`src/rtl/mul_pkg.sv`:
```
// Shared opcodes, FSM state encoding and iteration count for the iterative multiplier.
package mul_pkg;

    localparam logic [2:0] MUL_OP_MUL   = 3'b101;
    localparam logic [2:0] MUL_OP_UMULL = 3'b110;
    localparam logic [2:0] MUL_OP_SMULL = 3'b111;

    localparam int MUL_ITERS = 32;

    typedef enum logic [1:0] {
        ST_IDLE = 2'd0,
        ST_BUSY = 2'd1,
        ST_DONE = 2'd2
    } mul_state_t;

    function automatic logic is_mul_op(input logic [2:0] op);
        return (op == MUL_OP_MUL) || (op == MUL_OP_UMULL) || (op == MUL_OP_SMULL);
    endfunction

endpackage

```
`src/rtl/mul_sign_fix.sv`:
```
// Combinational 64-bit conditional two's-complement negation; zero latency, no flow control.
module mul_sign_fix (
    input  logic [63:0] i_val,
    input  logic        i_neg,
    output logic [63:0] o_val
);

    assign o_val = i_neg ? (~i_val + 64'd1) : i_val;

endmodule

```
`src/rtl/mul_unit.sv`:
```
// Iterative radix-2 32x32 multiplier (MUL/UMULL/SMULL): 32 Busy cycles then a one-cycle Done;
// Start is ignored while Busy. Define MUL_EARLY_TERM_EN to finish once the multiplier is exhausted.
module mul_unit
    import mul_pkg::*;
(
    input  logic        clk,
    input  logic        reset,
    input  logic        Start,
    input  logic [2:0]  ALUControl,
    input  logic [31:0] SrcA,
    input  logic [31:0] SrcB,
    output logic        Busy,
    output logic        Done,
    output logic [31:0] ResultLo,
    output logic [31:0] ResultHi,
    output logic [1:0]  MulFlags
);

    mul_state_t  r_state;
    logic [2:0]  r_op;
    logic        r_sign;
    logic [63:0] r_mcand;
    logic [31:0] r_mplr;
    logic [63:0] r_acc;
    logic [4:0]  r_cnt;
    logic        r_busy;
    logic        r_done;
    logic [31:0] r_res_lo;
    logic [31:0] r_res_hi;
    logic [1:0]  r_flags;

    logic        w_start_ok;
    logic        w_is_smull;
    logic [31:0] w_op_a;
    logic [31:0] w_op_b;
    logic [63:0] w_acc_next;
    logic [31:0] w_mplr_next;
    logic        w_last;
    logic [63:0] w_prod;
    logic        w_is_mul;
    logic [31:0] w_res_hi;
    logic        w_flag_n;
    logic        w_flag_z;

    assign w_start_ok  = Start && is_mul_op(ALUControl) && (r_state != ST_BUSY);
    assign w_is_smull  = (ALUControl == MUL_OP_SMULL);
    // SMULL runs as an unsigned magnitude multiply; the sign is restored at the end.
    assign w_op_a      = (w_is_smull && SrcA[31]) ? (~SrcA + 32'd1) : SrcA;
    assign w_op_b      = (w_is_smull && SrcB[31]) ? (~SrcB + 32'd1) : SrcB;
    assign w_acc_next  = r_mplr[0] ? (r_acc + r_mcand) : r_acc;
    assign w_mplr_next = {1'b0, r_mplr[31:1]};

`ifdef MUL_EARLY_TERM_EN
    assign w_last = (r_cnt == 5'(MUL_ITERS - 1)) || (w_mplr_next == 32'd0);
`else
    assign w_last = (r_cnt == 5'(MUL_ITERS - 1));
`endif

    mul_sign_fix u_sign_fix (
        .i_val (w_acc_next),
        .i_neg (r_sign),
        .o_val (w_prod)
    );

    assign w_is_mul = (r_op == MUL_OP_MUL);
    assign w_res_hi = w_is_mul ? 32'd0 : w_prod[63:32];
    assign w_flag_n = w_is_mul ? w_prod[31] : w_prod[63];
    assign w_flag_z = w_is_mul ? (w_prod[31:0] == 32'd0) : (w_prod == 64'd0);

    always_ff @(posedge clk) begin
        if (!reset) begin
            r_state  <= ST_IDLE;
            r_op     <= 3'd0;
            r_sign   <= 1'b0;
            r_mcand  <= 64'd0;
            r_mplr   <= 32'd0;
            r_acc    <= 64'd0;
            r_cnt    <= 5'd0;
            r_busy   <= 1'b0;
            r_done   <= 1'b0;
            r_res_lo <= 32'd0;
            r_res_hi <= 32'd0;
            r_flags  <= 2'd0;
        end else begin
            case (r_state)
                ST_IDLE, ST_DONE: begin
                    r_done <= 1'b0;
                    if (w_start_ok) begin
                        r_state <= ST_BUSY;
                        r_busy  <= 1'b1;
                        r_op    <= ALUControl;
                        r_sign  <= w_is_smull && (SrcA[31] ^ SrcB[31]);
                        r_mcand <= {32'd0, w_op_a};
                        r_mplr  <= w_op_b;
                        r_acc   <= 64'd0;
                        r_cnt   <= 5'd0;
                    end else begin
                        r_state <= ST_IDLE;
                    end
                end
                ST_BUSY: begin
                    r_acc   <= w_acc_next;
                    r_mcand <= r_mcand << 1;
                    r_mplr  <= w_mplr_next;
                    r_cnt   <= r_cnt + 5'd1;
                    if (w_last) begin
                        r_state  <= ST_DONE;
                        r_busy   <= 1'b0;
                        r_done   <= 1'b1;
                        r_res_lo <= w_prod[31:0];
                        r_res_hi <= w_res_hi;
                        r_flags  <= {w_flag_n, w_flag_z};
                    end
                end
                default: r_state <= ST_IDLE;
            endcase
        end
    end

    assign Busy     = r_busy;
    assign Done     = r_done;
    assign ResultLo = r_res_lo;
    assign ResultHi = r_res_hi;
    assign MulFlags = r_flags;

endmodule
```
`config.mk`:
```
export PLATFORM = sky130hd
export DESIGN_NAME = mul_unit
export DESIGN_NICKNAME = d
export VERILOG_FILES = /design/src/rtl/mul_pkg.sv /design/src/rtl/mul_sign_fix.sv /design/src/rtl/mul_unit.sv
export SDC_FILE = /design/constraint.sdc
export NUM_CORES = 1
export LEC_CHECK = 0
export CORE_MARGIN = 8
export CORE_UTILIZATION = 45
export DETAILED_ROUTE_END_ITERATION = 7
export GPL_TIMING_DRIVEN = 0
export PLACE_DENSITY_LB_ADDON = 0.05
export SKIP_CTS_REPAIR_TIMING = 1
export SYNTH_ARGS = -nofsm -noshare
export SYNTH_HDL_FRONTEND = slang
export SYNTH_SLANG_ARGS = --single-unit
```
`constraint.sdc`:
```
create_clock -name clk -period 5.2 [get_ports clk]
set_input_delay 0.52 -clock clk [delete_from_list [all_inputs] [get_ports clk]]
set_output_delay 0.52 -clock clk [all_outputs]
set_load 0.03 [all_outputs]
```
==> impl_summary.log <==
[metrics] EDFF count, synth: 0
[metrics] Synth-to-Final Area Change: 22.40%
[metrics] starting density of the core: 45.53%
[metrics] pin count of the biggest net entering global routing: 15
[metrics] Crit Path Class: reg2reg
[metrics] most numerous cell on the critical path: clkbuf_4
[metrics] number of cells on the worst hold path: 2
[metrics] top cell type's share of synthesized area: 27.26%
[metrics] combined area of the multi-input logic cells: 12,410 um2
[metrics] Syn Inst Count: 2,406
[metrics] fmax: 180.6 MHz
[metrics] number of nets in the synthesized netlist: 2,545
[metrics] CTS HTree Levels: 1
[metrics] clock network latency to the later pin of the worst-skew pair: 580 ps
[metrics] critical path buffer and inverter count: 11
[metrics] Tightest Hold Check Type: reg2reg
[metrics] arrival time worst endpoint: 6040 ps
[metrics] number of fill cells: 3,824
[metrics] routability congestion estimate: 0.9450
[metrics] clk sinks: 239
[metrics] Critical Path, Cell by Cell: clkbuf_4 -> clkbuf_4 -> buf_2 -> buf_2 -> clkbuf_4 -> buf_2 -> buf_2 -> clkbuf_4 -> clkbuf_4 -> clkbuf_4 -> mux2i_1 -> inv_1 -> o31ai_1 -> xor2_1 -> nor4_1 -> nand3_1 -> nor4_1 -> nand4_1 -> a21boi_1
[metrics] setup slack on the worst flop-to-flop path: -340 ps
[metrics] Hold Worst Slack: 456.1 ps
[metrics] delay of the slowest cell on the worst path: 370 ps
[metrics] CTS tree: yes
[metrics] setup slack after layout: -336.2 ps
[metrics] sequential cell area in the final layout: 4798 um2
[metrics] hold wc startpoint: ResultLo[9]$_SDFFE_PN0P_
[metrics] mean number of vias per cell: 6.143
[metrics] distinct cell type count after synthesis: 111
[metrics] run status: finished, violations left
[metrics] floorplan core area: 38,560 um2
[metrics] clock transition at the registers of the reported paths: 60 ps
[metrics] Post-Route WL: 72.07 mm
[metrics] die boundary height: 213.5 um
[metrics] final slew viol count: 0
[metrics] sum of negative setup slack: -350.6 ps
[metrics] maximum clock skew at final layout: 23.35 ps
[metrics] Num CTS Buffers: 29
[metrics] count of synthesis-stage warnings from yosys: 0
[metrics] wire length of the first global-routing pass: 107.1 mm
[metrics] die footprint: 45,580 um2
[metrics] relative slew slack: 6.461%
[metrics] Die X: 213.5 um
[metrics] part of the power in combinational logic: 14.9%
[metrics] synthesized flop and latch total: 239
[metrics] I/O pin total: 138
[metrics] number of global-route vias before repair: 18,510
[metrics] number of DRC markers in iteration 0: 1,915
[metrics] remaining design rule violation count: 0
[metrics] net switching fraction of the power: 28.55%
[metrics] Tot Pwr: 4.677 mW
[metrics] worst-case vdd ir drop: 0.2276 mV
[metrics] start of the worst register-to-register path: r_mplr[0]$_SDFFE_PN0P_
[metrics] required time reported for the critical path endpoint: 5700 ps
[metrics] destination of the worst hold path: ResultLo[9]$_SDFFE_PN0P_
[metrics] Site Rows: 72
[metrics] first drt pass iteration count: 8
[metrics] ant diodes: 0
[metrics] final net count: 2,752
[metrics] power per cell area: 217.7 nW/um2
[metrics] share of synthesized registers carrying an async set or reset: 0%
[metrics] mean instance size in the synthesized netlist: 7.296 um2
[metrics] total count of hold-check failures in the final report: 0
[metrics] mean routed wirelength per cell: 22.88 um
[metrics] post-route fraction of the period consumed by the critical path: 106.5%
[metrics] Final Core Density: 55.72%
[metrics] portion of total power attributed to the clock network: 44.7%
[metrics] HPWL after detailed placement: 56.91 mm
[metrics] final antenna-violating net count: 0
[metrics] largest driver fanout on the critical path: 10
[metrics] root cell of the clock tree: clkbuf_16
[metrics] cell accounting for the most synthesized area: dfxtp_1
[metrics] total of endpoints with negative setup slack in the final report: 2
[metrics] post-layout minimum cycle time: 5536 ps
[metrics] worst r2r dst: MulFlags[0]$_SDFFE_PN0P_
[metrics] Lkg Pwr: 7.973 nW
[metrics] CP delay by family, top: buffers and inverters
[metrics] sequential element share of the synthesized area: 27.26%
[metrics] Internal Pwr Total: 3.342 mW
[metrics] Synth area leaders: dfxtp_1 (27%), a21oi_1 (8.2%), nand2_1 (6.6%)
[metrics] element type at the critical path end: register
[metrics] RSZ-0062 raised after global routing: yes
[metrics] cell count of the worst reg-to-reg path: 19
[metrics] highest-delay cell along the critical path: o31ai_1
[metrics] placed inst area: 19,580 um2
[metrics] Critical Path Source Type: register
[metrics] Main synth FF type: dfxtp_1
[metrics] worst-case clock buffer depth: 3
[metrics] Switching Power: 1.335 mW
[metrics] failing checks: negative setup slack
[metrics] overall overflow remaining after global route: 0
[metrics] post-route standard cell area excluding fillers: 21,480 um2
[metrics] total via count in the routed design: 19,350
[metrics] overall fraction of global-route tracks in use: 30.11%
[metrics] Maximum Capacitance Violations: 0
[metrics] share of final-layout standard cells stronger than drive strength 1: 10.52%
[metrics] initial antenna violation count: 0
[metrics] sequential group share of total power: 40.4%
[metrics] actual slew at the worst max-slew pin: 1394 ps
[metrics] count of buffers from port buffering: 137
[metrics] post-synthesis instance area: 17,550 um2
[per-stage QoR]
stage / std cells / setup WS (ps)
3_3_place_gp: 3061 / -1548
3_5_place_dp: 3062 / -1608
5_1_grt: 3150 / -354.4
2_1_floorplan: 2406 / 145.3
6_report: 3150 / -336.2
4_1_cts: 3112 / -1635
[per-layer routing]
layer	part of all wire (%)	wire length [um]	global-route usage [%]
met1	40	28950	36.21
met2	49	35110	53.56
met3	6.1	4373	3.537
met4	5.1	3640	13.14
met5	0	0	0
[flip-flops by register name, indices dropped and copies added, names as in the netlist]
register / flops
r_acc: 64
r_mcand: 64
ResultHi: 32
ResultLo: 32
r_mplr: 32
r_cnt: 5
r_op: 3
MulFlags: 2
r_state: 2
Busy: 1
Done: 1
r_sign: 1
[synth_stat cells (all sizes together) (4+ instances only)]
master,count
o211ai,14
or3,24
o21bai,13
o21a,5
o41ai,11
a221oi,8
or2b,4
a21oi,294
mux2,7
o221ai,5
nor2,264
a32oi,5
and3,15
nor2b,16
or4,12
and2,14
nand3,108
dfxtp,239
nor3b,6
and4,4
ha,68
a21boi,5
clkbuf,112
nor3,51
a31oi,52
a21o,27
nand3b,5
a22oi,100
a211oi,16
xnor2,76
mux2i,20
o31ai,35
o31a,5
nand2,309
nand2b,17
a311oi,8
or2,11
xor2,66
inv,53
nor4,23
nand4,46
buf,54
o21ai,124
a2111oi,5
[area by class of cell]
cell class,instances,area share (%)
Clock inverter,12,0.6989
Tap cell,518,3.017
Timing Repair Buffer,179,7.833
Inverter,53,0.9434
Buffer,163,3.622
Sequential cell,239,22.33
Multi-Input combinational cell,1948,57.78
Clock buffer,38,3.768
[cell usage in the layout (no fill, tap or decap), types with 16 or more instances in the layout]
master	Yosys	layout
mux2i_1	20	17
xnor2_1	76	73
a21o_1	27	26
dfxtp_1	239	230
o31ai_1	34	28
a21oi_1	289	275
nor3_1	49	45
nor2_1	262	262
inv_1	52	50
nand2b_1	17	16
nor4_1	22	20
a22oi_1	100	100
ha_1	68	62
or3_1	22	21
xor2_1	66	65
buf_4	7	48
o21ai_1	21	31
o21ai_0	101	89
nor2b_1	16	16
buf_1	17	16
nand4_1	43	43
clkdlybuf4s50_1	0	137
nand3_1	107	105
clkbuf_16	0	29
clkbuf_1	111	106
buf_2	21	19
a31oi_1	49	44
nand2_1	308	305
[cells by family (layout without fill, tap and decap cells)]
group	Yosys count	count (layout)	synth area share [%]
compound gates	767	767	28.31
xor+xnor	142	142	7.085
fa+ha+maj	69	69	4.961
buf+inv	219	445	5.424
flops	239	239	27.26
mux	27	27	1.611
simple gates	943	943	25.35
[power groups by stage]
| stage | sequential (mW) | combinational [mW] | clock [mW] |
|---|---|---|---|
| 2_1_floorplan | 1.92 | 0.385 | 0 |
| 3_3_place_gp | 1.93 | 0.626 | 0 |
| 3_5_place_dp | 1.93 | 0.632 | 0 |
| 4_1_cts | 1.89 | 0.635 | 2.12 |
| 5_1_grt | 1.89 | 0.741 | 2.18 |
| 6_report | 1.89 | 0.697 | 2.09 |
[tightest hold or removal path: cells and delay by family, from the launching register on]
| kind | cells | cell delay [ps] |
|---|---|---|
| DFF | 1 | 310 |
| AOI/OAI and AO/OA | 1 | 50 |
| and+or+nand+nor | 1 | 50 |
[worst max-delay path by stage]
stage	depth (start not counted)	to	startpoint	slack, ps
detailed placement	19	MulFlags[0]$_SDFFE_PN0P_	r_mplr[0]$_SDFFE_PN0P_	-1610
global route	18	MulFlags[0]$_SDFFE_PN0P_	r_mcand[3]$_SDFFE_PN0P_	-350
CTS	19	MulFlags[0]$_SDFFE_PN0P_	r_mplr[0]$_SDFFE_PN0P_	-1640
finish	19	MulFlags[0]$_SDFFE_PN0P_	r_mplr[0]$_SDFFE_PN0P_	-340
floorplan	20	MulFlags[0]$_SDFFE_PN0P_	r_mcand[0]$_SDFFE_PN0P_	150
global placement	19	MulFlags[0]$_SDFFE_PN0P_	r_mplr[0]$_SDFFE_PN0P_	-1550
No activity file was read; power rests on OpenSTA's default activity.
